[src/rtl/if_prefetch_queue_if.sv]
// Signal bundle between the prefetch queue, the instruction memory, the Mem-stage redirect source and IF/ID.
// The master modport is the prefetch queue side; slave is its environment.
interface if_prefetch_queue_if;
  logic        redirect;
  logic [31:0] redirect_pc;
  logic        mem_req;
  logic [31:0] mem_addr;
  logic        mem_ack;
  logic [31:0] mem_rdata;
  logic        out_valid;
  logic        out_ready;
  logic [31:0] out_pc;
  logic [31:0] out_pc4;
  logic [31:0] out_inst;

  modport master (
    input  redirect, redirect_pc, mem_ack, mem_rdata, out_ready,
    output mem_req, mem_addr, out_valid, out_pc, out_pc4, out_inst
  );

  modport slave (
    output redirect, redirect_pc, mem_ack, mem_rdata, out_ready,
    input  mem_req, mem_addr, out_valid, out_pc, out_pc4, out_inst
  );
endinterface

[src/rtl/if_prefetch_queue.sv]
// Instruction prefetch stage: single-outstanding fetch engine feeding a small {pc, pc+4, inst} FIFO
// towards IF/ID, with flush-and-restart on a Mem-stage redirect.
module if_prefetch_queue #(
  parameter int          DEPTH    = 4,
  parameter logic [31:0] RESET_PC = 32'h0000_0000
) (
  input  logic               Clk,
  input  logic               Reset,
  if_prefetch_queue_if.master bus
);
  localparam int PW = $clog2(DEPTH);
  localparam int CW = PW + 1;
  localparam logic [CW-1:0] DEPTH_C = CW'(DEPTH);

  localparam logic [1:0] ST_IDLE = 2'd0;
  localparam logic [1:0] ST_WAIT = 2'd1;
  localparam logic [1:0] ST_DROP = 2'd2;

  logic [1:0]    state_q, state_d;
  logic [31:0]   fetch_pc_q, fetch_pc_d;
  logic [CW-1:0] count_q, count_d;
  logic [PW-1:0] rd_ptr_q, rd_ptr_d;
  logic [PW-1:0] wr_ptr_q, wr_ptr_d;

  logic [31:0] pc_q   [DEPTH];
  logic [31:0] pc4_q  [DEPTH];
  logic [31:0] inst_q [DEPTH];
  logic [DEPTH-1:0] wr_en;

  logic req;
  logic push;
  logic pop;

  // A redirect suppresses the request, any push and any pop in the same cycle.
  assign req  = ~Reset & (state_q == ST_IDLE) & (count_q < DEPTH_C) & ~bus.redirect;
  assign push = (state_q == ST_WAIT) & bus.mem_ack & ~bus.redirect;
  assign pop  = (count_q != '0) & bus.out_ready & ~bus.redirect;

  assign bus.mem_req   = req;
  assign bus.mem_addr  = fetch_pc_q;
  assign bus.out_valid = (count_q != '0);
  assign bus.out_pc    = pc_q[rd_ptr_q];
  assign bus.out_pc4   = pc4_q[rd_ptr_q];
  assign bus.out_inst  = inst_q[rd_ptr_q];

  always_comb begin
    state_d    = state_q;
    fetch_pc_d = fetch_pc_q;
    count_d    = count_q;
    rd_ptr_d   = rd_ptr_q;
    wr_ptr_d   = wr_ptr_q;
    if (bus.redirect) begin
      fetch_pc_d = bus.redirect_pc & 32'hFFFF_FFFC;
      count_d    = '0;
      rd_ptr_d   = '0;
      wr_ptr_d   = '0;
      case (state_q)
        ST_WAIT: state_d = bus.mem_ack ? ST_IDLE : ST_DROP;
        ST_DROP: state_d = bus.mem_ack ? ST_IDLE : ST_DROP;
        default: state_d = ST_IDLE;
      endcase
    end else begin
      case (state_q)
        ST_IDLE: if (req) state_d = ST_WAIT;
        ST_WAIT: if (bus.mem_ack) begin
          state_d    = ST_IDLE;
          fetch_pc_d = fetch_pc_q + 32'd4;
        end
        ST_DROP: if (bus.mem_ack) state_d = ST_IDLE;
        default: state_d = ST_IDLE;
      endcase
      if (push) wr_ptr_d = wr_ptr_q + PW'(1);
      if (pop)  rd_ptr_d = rd_ptr_q + PW'(1);
      if (push && !pop)      count_d = count_q + CW'(1);
      else if (pop && !push) count_d = count_q - CW'(1);
    end
  end

  always_ff @(posedge Clk or posedge Reset) begin
    if (Reset) begin
      state_q    <= ST_IDLE;
      fetch_pc_q <= RESET_PC;
      count_q    <= '0;
      rd_ptr_q   <= '0;
      wr_ptr_q   <= '0;
    end else begin
      state_q    <= state_d;
      fetch_pc_q <= fetch_pc_d;
      count_q    <= count_d;
      rd_ptr_q   <= rd_ptr_d;
      wr_ptr_q   <= wr_ptr_d;
    end
  end

  genvar gi;
  generate
    for (gi = 0; gi < DEPTH; gi++) begin : g_wr_en
      assign wr_en[gi] = push & (wr_ptr_q == PW'(gi));
    end
  endgenerate

  // Entries are cleared on reset so the head fields read as zero until the first push.
  always_ff @(posedge Clk or posedge Reset) begin
    if (Reset) begin
      for (int i = 0; i < DEPTH; i++) begin
        pc_q[i]   <= '0;
        pc4_q[i]  <= '0;
        inst_q[i] <= '0;
      end
    end else begin
      for (int i = 0; i < DEPTH; i++) begin
        if (wr_en[i]) begin
          pc_q[i]   <= fetch_pc_q;
          pc4_q[i]  <= fetch_pc_q + 32'd4;
          inst_q[i] <= bus.mem_rdata;
        end
      end
    end
  end
endmodule
[src/flat_wrapper.sv]
// flat-port wrapper written by rule: the top's interface ports become plain ports
module if_prefetch_queue_flat 
#(
  parameter int          DEPTH    = 4,
  parameter logic [31:0] RESET_PC = 32'h0000_0000
)
  (Clk, Reset, bus_redirect, bus_redirect_pc, bus_mem_ack, bus_mem_rdata, bus_out_ready, bus_mem_req, bus_mem_addr, bus_out_valid, bus_out_pc, bus_out_pc4, bus_out_inst);
  if_prefetch_queue_if bus_i ();
  input  logic Clk;
  input  logic Reset;
  input wire logic [$bits(bus_i.redirect)-1:0] bus_redirect;
  input wire logic [$bits(bus_i.redirect_pc)-1:0] bus_redirect_pc;
  input wire logic [$bits(bus_i.mem_ack)-1:0] bus_mem_ack;
  input wire logic [$bits(bus_i.mem_rdata)-1:0] bus_mem_rdata;
  input wire logic [$bits(bus_i.out_ready)-1:0] bus_out_ready;
  output wire logic [$bits(bus_i.mem_req)-1:0] bus_mem_req;
  output wire logic [$bits(bus_i.mem_addr)-1:0] bus_mem_addr;
  output wire logic [$bits(bus_i.out_valid)-1:0] bus_out_valid;
  output wire logic [$bits(bus_i.out_pc)-1:0] bus_out_pc;
  output wire logic [$bits(bus_i.out_pc4)-1:0] bus_out_pc4;
  output wire logic [$bits(bus_i.out_inst)-1:0] bus_out_inst;
  assign bus_i.redirect = bus_redirect;
  assign bus_i.redirect_pc = bus_redirect_pc;
  assign bus_i.mem_ack = bus_mem_ack;
  assign bus_i.mem_rdata = bus_mem_rdata;
  assign bus_i.out_ready = bus_out_ready;
  assign bus_mem_req = bus_i.mem_req;
  assign bus_mem_addr = bus_i.mem_addr;
  assign bus_out_valid = bus_i.out_valid;
  assign bus_out_pc = bus_i.out_pc;
  assign bus_out_pc4 = bus_i.out_pc4;
  assign bus_out_inst = bus_i.out_inst;
  if_prefetch_queue #(.DEPTH(DEPTH), .RESET_PC(RESET_PC)) u_core (.Clk(Clk), .Reset(Reset), .bus(bus_i));
endmodule
[config.mk]
export PLATFORM = sky130hd
export DESIGN_NAME = if_prefetch_queue_flat
export DESIGN_NICKNAME = d
export VERILOG_FILES = /design/src/rtl/if_prefetch_queue_if.sv /design/src/rtl/if_prefetch_queue.sv /design/src/flat_wrapper.sv
export SDC_FILE = /design/constraint.sdc
export NUM_CORES = 1
export LEC_CHECK = 0
export ABC_AREA = 0
export BUFFER_PORTS_ARGS = -buffer_cell sky130_fd_sc_hd__buf_2
export CAP_MARGIN = 15
export CORE_MARGIN = 3
export CORE_UTILIZATION = 35
export DETAILED_ROUTE_END_ITERATION = 6
export SYNTH_ARGS = -nofsm -noshare
export SYNTH_HDL_FRONTEND = slang
export SYNTH_SLANG_ARGS = --single-unit
export TNS_END_PERCENT = 5
[constraint.sdc]
create_clock -name Clk -period 10.8 [get_ports Clk]
set_input_delay 0.54 -clock Clk [delete_from_list [all_inputs] [get_ports Clk]]
set_output_delay 0.54 -clock Clk [all_outputs]
set_load 0.02 [all_outputs]
* After elaboration in Yosys (flattened, before gate mapping)
Index checks and enable logic that the tools add are counted.
** Word-level totals
- Register bits after elaboration :: 425
- Input bits :: 69
- Output and inout bits :: 130
- Word-level logic and storage cells :: 85
** Cells by class
- Add/subtract/negate cells :: 5
- Order comparisons :: 2
- Equality and inequality tests :: 7
- Mux-type cells :: 25
- Bitwise operators :: 14
- Reduce and logical (&&, ||, !) cells :: 15
** Operators by type and width (count)
- $mux 32 :: 9
- $bmux 32 s2 :: 3
- $add 32x3->32 const B :: 1
- $mux 2 :: 9
- $and 1x1->1 :: 11
- $mux 3 :: 3
- $reduce_bool 2->1 :: 4
- $eq 2x2->1 const B :: 3
- $reduce_bool 3->1 :: 2
- $add 2x1->2 const B :: 2
- $eq 2x1->1 const B :: 2
- $logic_not 2->1 :: 2
- $pmux 2 s2 :: 1
- $reduce_and 2->1 :: 2
- $add 3x1->3 const B :: 1
- $ge 3x3->1 const B :: 1
- $lt 3x3->1 const B :: 1
- $ne 3x1->1 const B :: 1
- $ne 3x3->1 const B :: 1
- $not 2->3 :: 1
- $sub 3x1->3 const B :: 1
- $logic_and 1x1->1 :: 2
- $logic_not 1->1 :: 2
- $not 1->1 :: 2
- $reduce_or 2->1 :: 1

* Longest topological paths before layout
Gate-level depths: netlist (run 1).
- Depth after elaboration :: 8
- Gate-level depth with buffers :: 10
- Depth with buffers taken out :: 9

* Worst setup path after synthesis (run 1)
No wires, ideal clock.
- Path type :: register -> output
- From :: register u_core.rd_ptr_q[0]
- To :: output port bus_out_inst[21]
- Arrival :: 1.849 ns
- Required time :: 10.260 ns
- Slack :: 8.411 ns
- Cell stages (with the launch flop) :: 5
- Buffers on the path :: 3
- Cell sequence :: dfrtp_1 clkbuf_1 buf_2 buf_1 mux4_2
** Between the ends
- Word-level cells in the longest chain between the ends :: 4
** RTL lines
- from (decl) :: line if_prefetch_queue.sv:22 : logic [PW-1:0] rd_ptr_q, rd_ptr_d;
- from (signal assigned) :: line if_prefetch_queue.sv:90 : rd_ptr_q <= rd_ptr_d;
- $not 2->3 (implied by the code) :: line if_prefetch_queue.sv:44 : assign bus.out_inst = inst_q[rd_ptr_q];
- $bmux 32 s2 :: line if_prefetch_queue.sv:44
- $mux 32 (implied by the code) (2 in series) :: line if_prefetch_queue.sv:44
- to (decl) :: line flat_wrapper.sv:21 : output wire logic [$bits(bus_i.out_inst)-1:0] bus_out_inst;
Every way passes these cells. The select of a mux whose other input is x is not followed.

* Final worst setup path (run 1)
- From :: register u_core.rd_ptr_q[1]
- To :: output port bus_out_pc[30]
** Between the ends
- Word-level cells in the longest chain between the ends :: 4
** RTL lines
- $not 2->3 (implied by the code) :: line if_prefetch_queue.sv:42 : assign bus.out_pc = pc_q[rd_ptr_q];
- $bmux 32 s2 :: line if_prefetch_queue.sv:42
- $mux 32 (implied by the code) (2 in series) :: line if_prefetch_queue.sv:42
- to (decl) :: line flat_wrapper.sv:19 : output wire logic [$bits(bus_i.out_pc)-1:0] bus_out_pc;
Every way passes these cells. The select of a mux whose other input is x is not followed.

==> impl_metrics.ini, run 1 <==
[global_routing]
global_route.usage.met1 = 0.259
gr-total-overflow = 0
global_route.peak_usage_layer = met2
grt.met3_usage = 0.0374
grt_first_pass_wirelength_um = 86300
antenna_found_initial = 1
grt_use_total = 0.195
grt.met2_usage = 0.322
number_of_global_route_vias_before_repair = 14800
pin_count_of_the_biggest_net_entering_global_routing = 174

[setup_path]
cp-end-kind = primary output
max_stage_delay_ns = 0.92
rr_startpoint = u_core.state_q[1]$_DFFE_PP0P_
worstPathRequired_ns = 10.26
crit_start_category = flop
path_cells = buf_4 -> mux4_2 -> buf_2
cp.buffers_inverters = 2
crit_path_max_fanout = 52
regToRegEndpoint = u_core.pc4_q[63]$_DFFE_PP0P_
reg2reg_slack_ns = 7.65
critical_path_cell_count = 3
critical_path.slowest_cell = sky130_fd_sc_hd__dfrtp_4
worst_setup_path_endpoint = bus_out_pc[30]
worstPathArrival_ns = 3.26
worst-setup-path-type = flop to primary output
worst_path_dominant_cell_family = buffers and inverters
worst_setup_path_startpoint = u_core.rd_ptr_q[1]$_DFFE_PP0P_
worst-r2r-cell-count = 8

[floorplanning]
floorplan.initialDensity = 0.358
core_outline_area_um2 = 51900
pin_count = 199
die_w_um = 237
die_outline_height_um = 237
std_cell_rows = 83
floorplan.die_area_um2 = 56000

[yosys]
yosysWarningCount = 0
synthCells = 1910
ys_types = 50
synth-edff-count = 0
avgSynthCellArea_um2 = 9.74
synth_area_um2 = 18600
synth_flop_cell = sky130_fd_sc_hd__dfrtp_1
async_reset_ff_frac = 1.00
synth-seq-area-share = 0.547
postSynthRegisterBits = 407

[power_and_ir_drop]
vdd_drop_max_v = 0.000145
p_leak_uw = 0.0105
power_density_nw_per_um2 = 238

[cells_and_area]
fillers = 5068
drive_gt1_frac = 0.196
utilization = 0.414
layout.nets = 2098
area.growth.synth_to_final_pct = 15.6

[clocking]
cts_post_setup_buffers_inserted = 0
tritoncts = built
cts-root-buf = sky130_fd_sc_hd__clkbuf_16
number_of_gates_given_a_new_drive_strength_after_cts = 0
post_cts_hold_buffer_count = 0
clk_pin_slew_ns = 0.06
cts.sink_count = 407
clock_latency_ns = 0.58
cts-root-to-sink-buffers = 3
ctsHtreeMaxLevel = 2
cts_made_buffers = 45

[detailed_routing]
routed_wire_length_per_instance_um = 20.0
totalWireLength_um = 54600
drt_first_iter_violations = 1149
via_count = 14400
remaining_drc_errors = 0
route.antenna.remaining_nets = 0
dr.pass1.iters = 5
routed_via_density = 5.27

[sta]
finalHoldViolCount = 0
worst-slew-pin-transition_ns = 1.11
min_period_ns = 3.80
hold-worst-slack_ns = 0.181
finalSetupViolCount = 0
fin_setup_tns_ns = 0
max_freq_mhz = 263
min_period_over_period = 0.352
slew-limit-headroom = 0.260
timing.clock.skew_ns = 0.0176
drv_slew = 0
rsz_0062_raised_after_global_routing = false

[placed_design]
port_buffers = 190
finalWeightedCongestion = 0.744
detailed_place_hpwl_um = 32700

[run_status]
run_status = completed

[run]
max-cap-violations = 0

[min_path]
hold_path_class = primary input to flop
-- layout make-up --
type	count	area (um2)	area share
antenna	1	2.50	0.000116
inverter	11	45.0	0.00209
multi-input combinational	1345	7810	0.363
clock buffer	66	1360	0.0631
timing repair buffer	211	1140	0.0530
tap	680	851	0.0395
clock inverter	16	118	0.00547
sequential	407	10200	0.474
-- worst register-to-register path, delay by kind of cell (launching register included) --
kind,cells,cell delay [ns]
buf+inv,3,1.15
simple gates,3,1.14
flops,1,0.38
compound gates,1,0.20
fa+ha+maj,1,0.19
-- cell usage in the layout (no fill, tap or decap), drive strengths merged, types with 10 or more instances in the layout --
master / Yosys / final
or3: 14 / 14
nand4: 12 / 12
o21ai: 96 / 96
nor2: 76 / 76
inv: 11 / 11
xor2: 12 / 12
dfrtp: 407 / 407
o31ai: 11 / 11
xnor2: 18 / 18
mux4: 92 / 92
clkinv: 0 / 12
buf: 50 / 211
clkbuf: 102 / 66
a31oi: 59 / 59
nand3: 17 / 17
or4: 23 / 23
o211ai: 10 / 10
nand2: 835 / 835
-- layer usage --
metal,vias to the layer above,wire (um),share of wire
met4,0,1450,0.027
li1,6604,-,-
met2,452,26800,0.49
met3,72,3520,0.064
met1,7305,22900,0.42
met5,-,0,0
-- registers in the layout, summed over array words and instances (netlist names) --
name,count
u_core.wr_ptr_q,2
u_core.bus.mem_addr,30
u_core.state_q,2
u_core.count_q,3
u_core.pc4_q,120
u_core.rd_ptr_q,2
u_core.pc_q,120
u_core.inst_q,128
-- worst min path at each step --
stage | from | to | slack (ns) | cells after the start
after floorplan | u_core.inst_q[32]$_DFFE_PP0P_ | u_core.inst_q[32]$_DFFE_PP0P_ | 0.44 | 2
after global placement | u_core.inst_q[85]$_DFFE_PP0P_ | u_core.inst_q[85]$_DFFE_PP0P_ | 0.45 | 2
after detailed placement | u_core.inst_q[30]$_DFFE_PP0P_ | u_core.inst_q[30]$_DFFE_PP0P_ | 0.46 | 2
after CTS | bus_redirect_pc[10] | u_core.bus.mem_addr[10]$_DFFE_PP0P_ | 0.14 | 3
after global routing | bus_redirect_pc[9] | u_core.bus.mem_addr[9]$_DFFE_PP0P_ | 0.17 | 3
final | bus_redirect_pc[10] | u_core.bus.mem_addr[10]$_DFFE_PP0P_ | 0.18 | 3
-- through the flow --
stage,total power [uW],setup slack [ns],instance area [um2],cells
floorplan,3100,4.78,18600,1915
global placement,3600,7.01,20000,2653
detailed placement,3650,6.95,20000,2653
CTS,5200,6.93,21500,2735
global route,5410,6.89,21500,2737
finish,5130,7.00,21500,2737
-- Yosys cell counts (3+ instances only) --
cell type                  number  area (um2)
sky130_fd_sc_hd__inv_1         10        37.5
sky130_fd_sc_hd__dfrtp_1      407       10200
sky130_fd_sc_hd__or4_1         21         158
sky130_fd_sc_hd__nand2_1      835        3130
sky130_fd_sc_hd__buf_2          9        45.0
sky130_fd_sc_hd__buf_1         28         105
sky130_fd_sc_hd__xor2_1        12         105
sky130_fd_sc_hd__a31oi_1       59         369
sky130_fd_sc_hd__clkbuf_1     101         379
sky130_fd_sc_hd__nand3_1       17        85.1
sky130_fd_sc_hd__o21ai_0       92         460
sky130_fd_sc_hd__o211ai_1      10        75.1
sky130_fd_sc_hd__nor4_1         4        25.0
sky130_fd_sc_hd__and4_1         4        35.0
sky130_fd_sc_hd__buf_6          4        45.0
sky130_fd_sc_hd__nand4_1       10        62.6
sky130_fd_sc_hd__o21ai_1        4        20.0
sky130_fd_sc_hd__nor3_1         9        45.0
sky130_fd_sc_hd__xnor2_1       18         158
sky130_fd_sc_hd__and3_1         8        50.1
sky130_fd_sc_hd__and2_1         3        18.8
sky130_fd_sc_hd__o31ai_1       10        75.1
sky130_fd_sc_hd__or3_1         12        75.1
sky130_fd_sc_hd__ha_1           7        87.6
sky130_fd_sc_hd__mux4_2        92        2070
sky130_fd_sc_hd__o311ai_0       8        70.1
sky130_fd_sc_hd__or2_2          6        37.5
sky130_fd_sc_hd__buf_4          9        67.6
sky130_fd_sc_hd__nor2_1        76         285
-- power by group --
group	switching [uW]	leakage, uW	internal (uW)	total [uW]
Sequential	218	0.00547	1810	2030
Combinational	922	0.00428	645	1570
Clock	636	0.000734	895	1530
Total	1780	0.0105	3350	5130
-- logic make-up (layout without fill, tap and decap cells) --
logic type	Yosys count	after routing	synth area share
AO/OA/AOI/OAI	192	192	0.0617
XOR/XNOR	30	30	0.0141
adder cells (fa/ha/maj)	8	8	0.00578
buffers and inverters	163	304	0.0370
flip-flops	407	407	0.547
multiplexers	94	94	0.112
other	1	7	0.000202
AND/OR/NAND/NOR	1015	1015	0.221
No activity file was read; power rests on OpenSTA's default activity.
==> run 2, diff against run 1 <==
==> constraint.sdc (replaced) <==
create_clock -name Clk -period 3.9 [get_ports Clk]
set_input_delay 0.195 -clock Clk [delete_from_list [all_inputs] [get_ports Clk]]
set_output_delay 0.195 -clock Clk [all_outputs]
set_load 0.02 [all_outputs]
==> run 2 against run 1 <==
Effect of this change:
- via count grew 1.8%
- hold slack lost 0.054 ns
- clock power grew to 2.9 times the previous value
- count of clock-buffer cells in the layout shrank 5
- global-route usage is essentially flat
- flip-flop and latch count is the same
- largest power group unchanged
==> impl_metrics.ini, run 2 (synthesis results as in run 1) <==
[run_status]
run_status = completed

[sta]
finalSetupViolCount = 0
max_freq_mhz = 350
finalHoldViolCount = 0
fin_setup_tns_ns = 0
rsz_0062_raised_after_global_routing = false
timing.final.ws_setup_ns = 1.04
timing.clock.skew_ns = 0.0295
min_period_over_period = 0.733
slew-limit-headroom = 0.381
min_period_ns = 2.86
worst-slew-pin-transition_ns = 0.927
drv_slew = 0

[min_path]
min_delay_worst_endpoint = u_core.rd_ptr_q[0]$_DFFE_PP0P_
hold_path_startpoint = bus_out_ready
hold_path_class = primary input to flop
whs_path_depth = 4

[power_and_ir_drop]
p_leak_uw = 0.0109
power_density_nw_per_um2 = 644
power.sequential.fraction = 0.391
fin_total_pwr_uw = 14400
p_switching_uw = 4990
power.share.switching = 0.346
internal-power_uw = 9450
power_frac_clock = 0.303
share_comb_of_total_power = 0.306
vdd_drop_max_v = 0.000350

[global_routing]
gr-total-overflow = 0
pin_count_of_the_biggest_net_entering_global_routing = 96
grt_first_pass_wirelength_um = 86500
number_of_global_route_vias_before_repair = 15100
antenna_found_initial = 1
grt_use_total = 0.195

[detailed_routing]
routed_via_density = 5.21
drt_first_iter_violations = 1160
dr.pass1.iters = 5
routed_wire_length_per_instance_um = 19.4
remaining_drc_errors = 0
route.antenna.remaining_nets = 0
totalWireLength_um = 54700
via_count = 14700

[floorplanning]
die_w_um = 237
floorplan.initialDensity = 0.358
die_outline_height_um = 237
core_outline_area_um2 = 51900
std_cell_rows = 83
floorplan.die_area_um2 = 56000
pin_count = 199

[setup_path]
cp-end-kind = primary output
worst-r2r-cell-count = 6
regToRegEndpoint = u_core.pc4_q[124]$_DFFE_PP0P_
reg2reg_slack_ns = 1.08
worstPathArrival_ns = 2.66
worst-setup-path-type = flop to primary output
worstPathRequired_ns = 3.70
rr_startpoint = u_core.bus.mem_addr[2]$_DFFE_PP0P_
crit_path_max_fanout = 38
crit_start_category = flop

[clocking]
tritoncts = built
cts_post_setup_buffers_inserted = 0
clock_latency_ns = 0.58
clk_pin_slew_ns = 0.06
cts.sink_count = 407
post_cts_hold_buffer_count = 64
cts-root-to-sink-buffers = 3
ctsHtreeMaxLevel = 2
number_of_gates_given_a_new_drive_strength_after_cts = 0
cts_made_buffers = 46
cts-root-buf = sky130_fd_sc_hd__clkbuf_16

[placed_design]
detailed_place_hpwl_um = 33900
placed_cells_incl_taps = 2673
finalWeightedCongestion = 0.765
dp_worst_setup_slack_ns = 1.12
port_buffers = 190

[cells_and_area]
registers_with_the_highest_flip_flop_counts = u_core.inst_q (128), u_core.pc4_q (120), u_core.pc_q (120)
layout.cells.most_common = sky130_fd_sc_hd__nand2_1
layout.nets = 2182
drive_gt1_frac = 0.198
largest_reg_flops = 128
layout.cells.most_common_list = 835 x sky130_fd_sc_hd__nand2_1, 405 x sky130_fd_sc_hd__dfrtp_1, 190 x sky130_fd_sc_hd__buf_2
area.growth.synth_to_final_pct = 20.5
layoutNonFillerInstCount = 2821
regMostFlops = u_core.inst_q
utilization = 0.432
fillers = 4963

[run]
max-cap-violations = 0
run 2: changes by cell type in the layout (fill, tap and decap cells not counted), moves of 2 or more:
cell | before | now
sky130_fd_sc_hd__clkbuf_8 | 11 | 8
sky130_fd_sc_hd__clkinv_8 | 0 | 2
sky130_fd_sc_hd__bufinv_16 | 1 | 3
sky130_fd_sc_hd__clkbuf_1 | 8 | 6
sky130_fd_sc_hd__buf_4 | 19 | 32
sky130_fd_sc_hd__buf_12 | 1 | 8
sky130_fd_sc_hd__dlygate4sd3_1 | 0 | 64
run 2: how the worst max path moves through the flow:
stage / to / depth (start not counted) / startpoint
after global routing: u_core.pc4_q[57]$_DFFE_PP0P_ / 4 / u_core.bus.mem_addr[2]$_DFFE_PP0P_
after CTS: bus_out_pc[16] / 3 / u_core.rd_ptr_q[1]$_DFFE_PP0P_
after floorplan: u_core.bus.mem_addr[10]$_DFFE_PP0P_ / 1 / Reset
after global placement: u_core.pc4_q[60]$_DFFE_PP0P_ / 6 / u_core.bus.mem_addr[2]$_DFFE_PP0P_
final: bus_out_pc4[31] / 3 / u_core.rd_ptr_q[1]$_DFFE_PP0P_
after detailed placement: u_core.pc4_q[124]$_DFFE_PP0P_ / 6 / u_core.bus.mem_addr[2]$_DFFE_PP0P_
run 2: area by class of cell:
class | instances | area (um2) | share of cell area
Antenna cell | 1 | 2.50 | 0.000112
Clock buffer | 61 | 1310 | 0.0584
Clock inverter | 22 | 223 | 0.00993
Inverter | 11 | 45.0 | 0.00201
Multi-Input combinational cell | 1345 | 7810 | 0.348
Sequential cell | 407 | 10200 | 0.455
Tap cell | 680 | 851 | 0.0379
Timing Repair Buffer | 294 | 1990 | 0.0888
run 2: worst max-delay path, cell delays in order (launching register included):
cell	delay [ns]
sky130_fd_sc_hd__dfrtp_4	0.89
sky130_fd_sc_hd__buf_4	0.49
sky130_fd_sc_hd__mux4_2	0.44
sky130_fd_sc_hd__buf_2	0.20
run 2: per-layer routing:
metal,wire (um),global-route usage,vias up
li1,-,-,6770
met1,23400,0.260,7348
met2,26400,0.321,470
met3,3150,0.0323,99
met4,1780,0.0744,0
met5,0,0,-
run 2: stage by stage:
step / hold WS (ns) / instance area [um2]
floorplan: 0.296 / 18600
global placement: 0.409 / 20200
detailed placement: 0.415 / 20200
CTS: 0.0939 / 22400
global route: 0.148 / 22400
finish: 0.126 / 22400
run 2: power groups by stage:
stage          Sequential (uW)  Clock [uW]  Combinational, uW
4_1_cts                   5640        4490               4510
3_5_place_dp              5700           0               4440
5_1_grt                   5760        4640               4810
6_report                  5640        4370               4420
2_1_floorplan             5420           0               3150
3_3_place_gp              5650           0               4380
==> run 3, diff against run 2 <==
==> constraint.sdc (replaced) <==
create_clock -name Clk -period 2.45 [get_ports Clk]
set_input_delay 0.1225 -clock Clk [delete_from_list [all_inputs] [get_ports Clk]]
set_output_delay 0.1225 -clock Clk [all_outputs]
set_load 0.02 [all_outputs]
==> run 3 against run 2 <==
Effect of this change:
- hold slack better by 0.0079 ns
- flip-flop and latch count unchanged
- largest cell class unchanged
- critical path depth unchanged
- first-iteration DRC count down 3.6%
==> impl_metrics.ini, run 3 (synthesis results as in run 1) <==
[run_status]
run_status = completed

[setup_path]
worst-r2r-cell-count = 5
max_stage_delay_ns = 0.61
worst_setup_path_endpoint = bus_out_pc4[31]
cp-end-kind = primary output
worstPathRequired_ns = 2.33
worst-setup-path-type = flop to primary output
worst_setup_path_startpoint = u_core.rd_ptr_q[0]$_DFFE_PP0P_
crit_path_max_fanout = 28
regToRegEndpoint = u_core.pc4_q[60]$_DFFE_PP0P_
reg2reg_slack_ns = 0.11
critical_path.slowest_cell = sky130_fd_sc_hd__mux4_2
rr_startpoint = u_core.bus.mem_addr[3]$_DFFE_PP0P_
path_cells = buf_16 -> mux4_2 -> buf_2
crit_start_category = flop
worstPathArrival_ns = 2.25

[min_path]
hold_path_class = primary input to asynchronous set/reset pin

[global_routing]
grt_use_total = 0.199
antenna_found_initial = 1
grt_first_pass_wirelength_um = 88000
gr-total-overflow = 0
number_of_global_route_vias_before_repair = 15200
pin_count_of_the_biggest_net_entering_global_routing = 97

[cells_and_area]
layout.cells.most_common_list = 835 x sky130_fd_sc_hd__nand2_1, 405 x sky130_fd_sc_hd__dfrtp_1, 190 x sky130_fd_sc_hd__buf_2
utilization = 0.444
layout.nets = 2233
regMostFlops = u_core.inst_q
registers_with_the_highest_flip_flop_counts = u_core.inst_q (128), u_core.pc4_q (120), u_core.pc_q (120)
drive_gt1_frac = 0.215
antenna_fix_cells = 0
area.growth.synth_to_final_pct = 23.9
largest_reg_flops = 128
layout.cells.most_common = sky130_fd_sc_hd__nand2_1

[sta]
worst-slew-pin-transition_ns = 0.690
min_period_ns = 2.37
finalSetupViolCount = 0
hold-worst-slack_ns = 0.134
timing.clock.skew_ns = 0.0290
min_period_over_period = 0.969
finalHoldViolCount = 0
max_freq_mhz = 421
slew-limit-headroom = 0.540
rsz_0062_raised_after_global_routing = false
drv_slew = 0

[placed_design]
finalWeightedCongestion = 0.814
detailed_place_hpwl_um = 36100
port_buffers = 190

[clocking]
cts.sink_count = 407
clk_pin_slew_ns = 0.06
tritoncts = built
cts_made_buffers = 47
cts-root-buf = sky130_fd_sc_hd__clkbuf_16
clock_latency_ns = 0.59
ctsHtreeMaxLevel = 2
cts_post_setup_buffers_inserted = 0
cts-root-to-sink-buffers = 3

[detailed_routing]
dr.pass1.iters = 5
drt_first_iter_violations = 1118
route.antenna.remaining_nets = 0
routed_via_density = 5.19
totalWireLength_um = 55900
via_count = 14900
remaining_drc_errors = 0
routed_wire_length_per_instance_um = 19.5

[power_and_ir_drop]
power.sequential.fraction = 0.374
p_leak_uw = 0.0112
power_frac_clock = 0.306
power.share.switching = 0.342
p_switching_uw = 8000
share_comb_of_total_power = 0.320
vdd_drop_max_v = 0.000701
power_density_nw_per_um2 = 1010
internal-power_uw = 15400

[floorplanning]
pin_count = 199
core_outline_area_um2 = 51900
floorplan.die_area_um2 = 56000
floorplan.initialDensity = 0.358
die_outline_height_um = 237
die_w_um = 237
std_cell_rows = 83

[run]
max-cap-violations = 0
run 3: per-stage QoR:
stage,cell area (um2),worst slack (ns),setup TNS (ns),total power (uW),std cells
2_1_floorplan,18600,-3.16,-1284.56,13600,1915
3_3_place_gp,20800,0.0923,0,16100,2721
3_5_place_dp,20800,0.0716,0,16300,2721
4_1_cts,23000,0.0181,0,23700,2871
5_1_grt,23100,0.00169,0,24600,2871
6_report,23100,0.0769,0,23400,2871
run 3: routing by layer:
metal / global-route usage / wire length [um] / up-vias
met3: 0.0373 / 3920 / 101
met4: 0.0574 / 1420 / 2
met1: 0.267 / 23300 / 7390
met2: 0.330 / 27200 / 551
met5: 0 / 19 / -
li1: - / - / 6857
run 3: worst min path at each step:
stage | start | to | slack (ns)
floorplan | Reset | u_core.state_q[0]$_DFFE_PP0P_ | 0.22
global placement | Reset | u_core.bus.mem_addr[22]$_DFFE_PP0P_ | 0.21
detailed placement | Reset | u_core.bus.mem_addr[22]$_DFFE_PP0P_ | 0.21
global route | Reset | u_core.bus.mem_addr[22]$_DFFE_PP0P_ | 0.15
finish | Reset | u_core.bus.mem_addr[22]$_DFFE_PP0P_ | 0.13
CTS | bus_out_ready | u_core.rd_ptr_q[1]$_DFFE_PP0P_ | 0.1
run 3: area by class of cell:
class | instances | area [um2]
fillers | 4931 | 28900
flip-flops and latches | 407 | 10200
multi-input cells | 1345 | 7810
inverters | 11 | 45.0
clock inverters | 17 | 211
well taps | 680 | 851
repair buffers | 344 | 2580
clock buffers | 67 | 1370
run 3: power by group through the flow:
stage                     registers, uW  clock network [uW]  logic (uW)
after floorplan                    8630                   0        5010
after global placement             8760                   0        7390
after detailed placement           8840                   0        7500
after CTS                          8740                7350        7610
after global routing               8900                7610        8140
final                              8750                7160        7480
run 3: what timing repair did:
action	CTS	global route
hold endpoints to repair	223	0
resized for setup	0	3
setup endpoints to repair	0	21
hold buffers	66	0
run 3: critical path: cells and delay by family (launching register included):
kind	cells	cell delay (ns)
mux	1	0.61
flops	1	0.56
buf+inv	2	0.47
